--- src/rtl/ir_pkg.sv ---
// Shared IR transmit constants: NEC field width, frame period and arbiter FSM encodings.
package ir_pkg;

  localparam int NEC_BITS     = 8;
  localparam int NEC_FRAME_MS = 108;

  localparam logic [1:0] ST_IDLE = 2'd0;
  localparam logic [1:0] ST_LOAD = 2'd1;
  localparam logic [1:0] ST_SEND = 2'd2;
  localparam logic [1:0] ST_GAP  = 2'd3;

endpackage

--- src/rtl/ir_tx_arbiter_rr_pick.sv ---
// rr_pick: combinational rotating-priority picker; the search starts at ptr and wraps.
module rr_pick #(
  parameter int N     = 4,
  parameter int IDX_W = 2
) (
  input  logic [N-1:0]     req,
  input  logic [IDX_W-1:0] ptr,
  output logic [N-1:0]     winner,
  output logic [IDX_W-1:0] idx
);

  localparam int PW = IDX_W + 1;

  logic [PW-1:0]    pos_s;
  logic [IDX_W-1:0] cand_s;
  logic             found_s;

  // Walk N candidates from ptr; the first requesting one wins.
  always_comb begin
    winner  = '0;
    idx     = '0;
    found_s = 1'b0;
    pos_s   = '0;
    cand_s  = '0;
    for (int k = 0; k < N; k++) begin
      pos_s = {1'b0, ptr} + PW'(k);
      if (pos_s >= PW'(N)) begin
        pos_s = pos_s - PW'(N);
      end else begin
        pos_s = pos_s;
      end
      cand_s = pos_s[IDX_W-1:0];
      if (!found_s && req[cand_s]) begin
        found_s        = 1'b1;
        idx            = cand_s;
        winner[cand_s] = 1'b1;
      end else begin
        found_s = found_s;
      end
    end
  end

endmodule

--- src/rtl/ir_tx_arbiter.sv ---
// ir_tx_arbiter: shares one NEC transmitter among N_REQ requesters, one fixed slot per grant.
// Define IR_ARB_FIXED_PRIO_EN for fixed lowest-index priority instead of round-robin.
module ir_tx_arbiter
  import ir_pkg::*;
#(
  parameter int CLK_HZ   = 100_000_000,
  parameter int N_REQ    = 4,
  parameter int FRAME_MS = NEC_FRAME_MS,
  parameter int GAP_CYC  = 16
) (
  input  logic                      clk,
  input  logic                      rst,
  input  logic [N_REQ-1:0]          req,
  input  logic [NEC_BITS*N_REQ-1:0] req_addr,
  input  logic [NEC_BITS*N_REQ-1:0] req_cmd,
  output logic [N_REQ-1:0]          grant,
  output logic [N_REQ-1:0]          done,
  output logic [NEC_BITS-1:0]       tx_addr,
  output logic [NEC_BITS-1:0]       tx_cmd,
  output logic                      tx_en,
  output logic                      busy
);

  localparam int SLOT_CYC = (CLK_HZ / 1000) * FRAME_MS;
  localparam int CNT_W    = $clog2(SLOT_CYC + 1);
  localparam int GAP_W    = $clog2(GAP_CYC + 1);
  localparam int IDX_W    = $clog2(N_REQ);

  logic [1:0]          state_r;
  logic [CNT_W-1:0]    cnt_r;
  logic [GAP_W-1:0]    gap_r;
  logic [IDX_W-1:0]    ptr_r;
  logic [N_REQ-1:0]    grant_r;
  logic [N_REQ-1:0]    done_r;
  logic [NEC_BITS-1:0] tx_addr_r;
  logic [NEC_BITS-1:0] tx_cmd_r;
  logic                tx_en_r;
  logic                busy_r;

  logic [N_REQ-1:0]    pick_onehot_s;
  logic [IDX_W-1:0]    pick_idx_s;
  logic [IDX_W-1:0]    ptr_next_s;

  rr_pick #(
    .N     (N_REQ),
    .IDX_W (IDX_W)
  ) u_pick (
    .req    (req),
    .ptr    (ptr_r),
    .winner (pick_onehot_s),
    .idx    (pick_idx_s)
  );

  // Pointer advance; in fixed-priority builds it stays at 0 so the picker favours index 0.
  always_comb begin
`ifdef IR_ARB_FIXED_PRIO_EN
    ptr_next_s = '0;
`else
    if (pick_idx_s == IDX_W'(N_REQ - 1)) begin
      ptr_next_s = '0;
    end else begin
      ptr_next_s = pick_idx_s + IDX_W'(1);
    end
`endif
  end

  // Slot FSM with all outputs registered; grant and tx fields are captured on entry to LOAD.
  always_ff @(posedge clk) begin
    if (rst) begin
      state_r   <= ST_IDLE;
      cnt_r     <= '0;
      gap_r     <= '0;
      ptr_r     <= '0;
      grant_r   <= '0;
      done_r    <= '0;
      tx_addr_r <= '0;
      tx_cmd_r  <= '0;
      tx_en_r   <= 1'b0;
      busy_r    <= 1'b0;
    end else begin
      done_r <= '0;
      case (state_r)
        ST_IDLE: begin
          if (|req) begin
            state_r   <= ST_LOAD;
            busy_r    <= 1'b1;
            grant_r   <= pick_onehot_s;
            tx_addr_r <= req_addr[int'(pick_idx_s)*NEC_BITS +: NEC_BITS];
            tx_cmd_r  <= req_cmd[int'(pick_idx_s)*NEC_BITS +: NEC_BITS];
            ptr_r     <= ptr_next_s;
          end else begin
            busy_r <= 1'b0;
          end
        end
        ST_LOAD: begin
          state_r <= ST_SEND;
          tx_en_r <= 1'b1;
          cnt_r   <= '0;
        end
        ST_SEND: begin
          if (cnt_r == CNT_W'(SLOT_CYC - 1)) begin
            state_r <= ST_GAP;
            tx_en_r <= 1'b0;
            grant_r <= '0;
            done_r  <= grant_r;
            gap_r   <= '0;
          end else begin
            cnt_r <= cnt_r + CNT_W'(1);
          end
        end
        ST_GAP: begin
          if (gap_r == GAP_W'(GAP_CYC - 1)) begin
            state_r <= ST_IDLE;
            busy_r  <= 1'b0;
          end else begin
            gap_r <= gap_r + GAP_W'(1);
          end
        end
        default: begin
          state_r <= ST_IDLE;
          tx_en_r <= 1'b0;
          grant_r <= '0;
          busy_r  <= 1'b0;
        end
      endcase
    end
  end

  assign grant   = grant_r;
  assign done    = done_r;
  assign tx_addr = tx_addr_r;
  assign tx_cmd  = tx_cmd_r;
  assign tx_en   = tx_en_r;
  assign busy    = busy_r;

endmodule

--- config.mk ---
export PLATFORM = sky130hd
export DESIGN_NAME = ir_tx_arbiter
export DESIGN_NICKNAME = d
export VERILOG_FILES = /design/src/rtl/ir_pkg.sv /design/src/rtl/ir_tx_arbiter_rr_pick.sv /design/src/rtl/ir_tx_arbiter.sv
export SDC_FILE = /design/constraint.sdc
export NUM_CORES = 1
export LEC_CHECK = 0
export BUFFER_PORTS_ARGS = -buffer_cell sky130_fd_sc_hd__buf_4
export CAP_MARGIN = 30
export CORE_MARGIN = 4
export CORE_UTILIZATION = 58
export CTS_CLUSTER_DIAMETER = 80
export CTS_CLUSTER_SIZE = 28
export DETAILED_ROUTE_END_ITERATION = 6
export PLACE_DENSITY_LB_ADDON = 0.12
export SKIP_CTS_REPAIR_TIMING = 1
export SYNTH_ARGS = -nofsm -noshare
export SYNTH_HDL_FRONTEND = slang
export SYNTH_SLANG_ARGS = --single-unit
--- constraint.sdc ---
create_clock -name clk -period 5.7 [get_ports clk]
set_input_delay 1.14 -clock clk [delete_from_list [all_inputs] [get_ports clk]]
set_output_delay 1.14 -clock clk [all_outputs]
set_load 0.02 [all_outputs]
# After elaboration in Yosys (flattened, before gate mapping)
# Cells that the tools add are included.
# W data, S select, Z words.
[totals]
elab_cells = 123
output_inout_bits = 26
reg_bits = 59
[op_classes]
order_cmp = 12
eq_ne = 11
shifts = 2
n_addsub = 10
bitwise = 5
muxes = 49
n_reduce_logical = 24
[ops]
columns = ["op", "n"]
rows = [
  ["$shiftx A32 B6 Y8", 2],
  ["$pmux W24 S2", 1],
  ["$add A24 B1 Y24 const B", 1],
  ["$eq A24 B24 Y1 const B", 1],
  ["$mux W2", 12],
  ["$mux W24", 1],
  ["$mux W4", 6],
  ["$mux W1", 14],
  ["$lt A2 B3 Y1 const B", 4],
  ["$or A4 B4 Y4", 3],
  ["$mux W5", 2],
  ["$ne A2 B2 Y1 const B", 5],
  ["$pmux W5 S2", 1],
  ["$ge A3 B3 Y1 const B", 3],
  ["$reduce_and A3 Y1", 3],
  ["$bmux W1 S2", 4],
  ["$demux W1 S2", 4],
  ["$ge A2 B1 Y1 const B", 4],
  ["$pmux W2 S4", 1],
  ["$pmux W4 S2", 1],
  ["$reduce_and A2 Y1", 4],
  ["$reduce_bool A2 Y1", 4],
  ["$sub A2 B1 Y2 const B", 4],
  ["$logic_and A1 B1 Y1", 7],
  ["14 further kinds", 21],
]

# Depth between registers and ports, before layout
[depth]
word_depth = 16
ltp_mapped = 13

# Modules after synthesis
# Synthesis repeated with hierarchy kept, for this count alone.
[hier_totals]
cells_unflattened = 426
hier_area_um2 = 3603.5
[modules_own_cells]
columns = ["mod", "n_inst", "cells_per_inst", "seq_area_each_um2", "area_each_um2"]
rows = [
  ["ir_tx_arbiter", 1, 361, 1181.1, 3114.2],
  ["rr_pick", 1, 65, 0.0, 489.2],
]

# Worst setup path before layout
# No wires, ideal clock.
[synth_timing]
kind = "in2reg"
from = "input req[1]"
to = "register tx_addr_r[6] (netlist: tx_addr[6])"
setup_ns = 0.120
required_ns = 5.580
stages = 9
path_slack_ns = 2.693
arrival_ns = 2.887
cell_sequence = "buf_2 mux4_2 o21bai_1 a21o_1 buf_4 buf_6 nor2_1 a311oi_1 a211o_1"
[synth_via]
elab_chain_len = 13
[synth_lines]
columns = ["element", "line_no", "text"]
rows = [
  ["start, declared", "ir_tx_arbiter.sv:13", "input logic [N_REQ-1:0] req,"],
  ["$bmux W1 S2", "ir_tx_arbiter_rr_pick.sv:33", "if (!found_s && req[cand_s]) begin"],
  ["$mux W1 (implied by the code)", "ir_tx_arbiter_rr_pick.sv:33", ""],
  ["$mux W1", "ir_tx_arbiter_rr_pick.sv:33", ""],
  ["$logic_not A1 Y1", "ir_tx_arbiter_rr_pick.sv:33", ""],
  ["$logic_and A1 B1 Y1", "ir_tx_arbiter_rr_pick.sv:33", ""],
  ["$mux W1", "ir_tx_arbiter_rr_pick.sv:33", ""],
  ["$logic_not A1 Y1", "ir_tx_arbiter_rr_pick.sv:33", ""],
  ["$logic_and A1 B1 Y1", "ir_tx_arbiter_rr_pick.sv:33", ""],
  ["$mux W1", "ir_tx_arbiter_rr_pick.sv:33", ""],
  ["$logic_not A1 Y1", "ir_tx_arbiter_rr_pick.sv:33", ""],
  ["$logic_and A1 B1 Y1", "ir_tx_arbiter_rr_pick.sv:33", ""],
  ["$mux W2", "ir_tx_arbiter_rr_pick.sv:33", ""],
  ["$shiftx A32 B6 Y8", "ir_tx_arbiter.sv:88", "tx_addr_r <= req_addr[int'(pick_idx_s)*NEC_BITS +: NEC_BITS];"],
  ["end signal, assigned", "ir_tx_arbiter.sv:88", ""],
  ["end, declared", "ir_tx_arbiter.sv:35", "logic [NEC_BITS-1:0] tx_addr_r;"],
]
# Several ways; a longest one is shown, not always the timed one. The select of a mux whose other input is x is not followed.
# A chain may end at the register's enable or synchronous reset.

# Worst setup path in the final report
[layout_timing]
from = "register ptr_r[1]"
to = "register tx_cmd_r[0] (netlist: tx_cmd[0])"
[layout_via]
elab_chain_len = 15
[layout_lines]
columns = ["element", "line_no", "text"]
rows = [
  ["start, declared", "ir_tx_arbiter.sv:32", "logic [IDX_W-1:0] ptr_r;"],
  ["start signal, assigned", "ir_tx_arbiter.sv:90", "ptr_r <= ptr_next_s;"],
  ["parallel branches: the longest is 13 deep, another holds $add A2 B1 Y3", "-", ""],
  ["$mux W2 (*)", "ir_tx_arbiter_rr_pick.sv:33", ""],
  ["$shiftx A32 B6 Y8 (*)", "ir_tx_arbiter.sv:89", "tx_cmd_r <= req_cmd[int'(pick_idx_s)*NEC_BITS +: NEC_BITS];"],
  ["end signal, assigned", "ir_tx_arbiter.sv:89", ""],
  ["end, declared", "ir_tx_arbiter.sv:36", "logic [NEC_BITS-1:0] tx_cmd_r;"],
]
# Mark *: on every way between the ends. The select of a mux whose other input is x is not followed.

==> reports/metrics.cfg <==
[place]
place.port_buffers = 95
gp_congestion = 0.8692
place_inst = 606
place_area_mm2 = 0.004513
pre_cts_ws_ns = 2.135
hpwl_um = 7049

[finish]
drive_above_1_share = 0.2821
final_cells = 623
area_delta_synth_final_pct = 23.80
final_area_mm2 = 0.004726
n_fill_cell = 497
multi_input_area_mm2 = 0.002459
antennaDiodeCount = 0
ff_latch_area_mm2 = 0.001181
final_util = 0.7400
finalNetCount = 625

[worst_setup_path]
path_buf_inv = 1
cp-start-kind = register
worstSetupPathType = reg2reg
arrival_ns = 3.61
cp_slowest_stage_delay_ns = 0.57
worst-r2r-cell-count = 8
rrSetupSlack_ns = 2.31
path_max_fanout = 16
crit_path_top_delay_cell = o21ai_2
cp_top_family = compound AO/OA/AOI/OAI gates
cp-startpoint = ptr_r[1]
r2r-start = ptr_r[1]
cp.required_ns = 5.92
crit_path_end_kind = register
cp_cell_sequence = inv_1, ha_1, mux4_2, o21bai_1, nand3_1, o21ai_2, nor2_1, o311ai_0
rr_endpoint = tx_cmd[0]

[drt]
antenna_left = 0
wl_per_cell_um = 16.08
via_per_inst = 6.186
route.vias.total = 3854
wl_um = 10020
drtPass1Iterations = 5
drt_iter0_markers = 196
drc = 0

[timing]
setup_tns_ns = 0
min_period_over_period = 0.5954
skew_ns = 0.01106
rsz0062_at_grt = no
max_freq_ghz = 0.2947
period_minus_slack_ns = 3.394
holdWs_ns = 0.4623
setup-violations-final = 0
finalHoldViolations = 0
max_slew.worst_pin.slew_ns = 1.024
slew_violations = 0
max-slew-margin-rel = 0.3112
setup_ws_ns = 2.307

[floorplan]
core-area_mm2 = 0.006386
io_pins = 96
initial_utilization = 0.5978
dieArea_mm2 = 0.007943
num_rows = 29
die_height_um = 89.13
die_x_um = 89.13

[synth]
syn_nets = 541
synth_top_area_frac = 0.3094
synth.area.top_cells = dfxtp_1 31%, nor2_1 6.8%, nand2_1 6.6%, ha_1 4.6%, o311ai_2 4.3%
ys_top_cells_by_count = 69 x nor2_1, 67 x nand2_1, 59 x dfxtp_1
async_flop_share = 0
syn_inst = 457
yosysUniqueCellTypes = 63
ys_seq_area_frac = 0.3094
ys_ff_latch = 59
synth_edf_count = 0
synth.cell_area_mm2 = 0.003817
post-synth-top-count-cell = nor2_1
synth_top_area_cell = dfxtp_1
synth.avg_cell_area_um2 = 8.353
yosysWarnings = 0
synth-main-ff-cell = dfxtp_1

[grt]
gr-total-overflow = 0
grt.total_usage = 0.2480
grt_pass1_wl_um = 15720
grt_max_degree = 36
grt_use_met2 = 0.4092
grt_use_met1 = 0.3114
antenna_found_initial = 0
busiest_layer = met2
grt_pass1_vias = 3541
met3_usage = 0.05622

[clock_network]
clock_latency_ns = 0.34
cts_sinks = 59
root_buffer = clkbuf_8
cts_tree = built
cts_max_level = 3
cts.reportedPaths.clkPinSlew_ns = 0.08
cts_buffer_depth = 2
cts_made_buffers = 9

[flow_run]
cap_violations = 0

[min_path]
min_to = tx_en
hold_path.class = reg2reg
hold_depth = 2
min_from = tx_en

[power]
ir_drop_mv = 0.3334
power_density_mw_per_mm2 = 410.1
p_leak_nw = 1.866
total_power_mw = 1.938

[status]
outcome = completed

==> metal layers <==
layer / part of all wire / wire length (µm)
met3: 0.064 / 646
met5: 0 / 0
met1: 0.41 / 4098
met2: 0.50 / 5036
met4: 0.023 / 235
==> state kept, by name, summed over array words and instances, names as in the netlist <==
name     flops
grant        4
gap_r        5
tx_en        1
ptr_r        2
state_r      2
tx_cmd       8
tx_addr      8
done         4
busy         1
cnt_r       24
==> worst max path at each step <==
| stage | endpoint | slack (ns) | cells after the start |
|---|---|---|---|
| global route | tx_cmd[0] | 1.99 | 8 |
| CTS | ptr_r[1] | 2.41 | 8 |
| finish | tx_cmd[0] | 2.31 | 8 |
| detailed placement | tx_cmd[0] | 2.14 | 7 |
| global placement | tx_cmd[0] | 2.20 | 7 |
| floorplan | tx_addr[6] | 2.69 | 9 |
==> kinds of logic (layout without fill, tap and decap cells) <==
kind of cell,Yosys count,in the layout,share of synthesized area
adder cells (fa/ha/maj),14,14,0.04589
flip-flops,59,59,0.3094
multiplexers,8,8,0.03442
AND/OR/NAND/NOR,218,218,0.2753
buffers and inverters,36,125,0.04654
XOR/XNOR,19,19,0.04359
AO/OA/AOI/OAI,103,103,0.2448
==> placed cells by master, fill, tap and decap left out, types with 3 or more instances in the layout <==
cell / Yosys / final
o311ai_0: 5 / 5
xor2_1: 8 / 8
o21ai_0: 10 / 10
nor3_1: 10 / 10
mux4_2: 4 / 4
nor2b_1: 4 / 4
a22oi_1: 8 / 8
and3_1: 5 / 5
a31o_2: 12 / 12
buf_4: 2 / 98
inv_1: 10 / 10
xnor2_1: 11 / 11
nand4_1: 9 / 9
clkbuf_8: 0 / 9
a22o_1: 4 / 4
o221ai_1: 16 / 16
nand2_1: 67 / 67
and2_1: 7 / 7
inv_6: 0 / 5
or3_1: 5 / 5
nand3_1: 11 / 11
a21o_1: 3 / 3
nor2_1: 69 / 69
mux2i_1: 3 / 3
ha_1: 14 / 14
nand4b_1: 4 / 4
nand2b_1: 6 / 6
a21oi_1: 13 / 13
o311ai_2: 10 / 10
nor4_1: 6 / 6
a31o_1: 3 / 3
dfxtp_1: 59 / 59
==> tightest hold or removal path, cell delays in order, from the launching register on <==
cell and delay (ns):
dfxtp_1 0.32, nand2_1 0.05, a21oi_1 0.05
==> power breakdown <==
part | leakage (nW) | total [mW] | switching, mW | internal, mW
clock | 0.102 | 0.406 | 0.197 | 0.209
combinational | 1.28 | 1.00 | 0.611 | 0.389
sequential | 0.481 | 0.532 | 0.0479 | 0.484
total | 1.87 | 1.94 | 0.856 | 1.08
==> final cells by class <==
cell class              instances  share of cell area
inverters                      10            0.007943
well taps                      77             0.02039
clock inverters                 7             0.01721
flip-flops and latches         59              0.2499
repair buffers                 99              0.1581
clock buffers                   9             0.02621
multi-input cells             362              0.5203
Note: power is estimated with default switching activity, not from simulation.
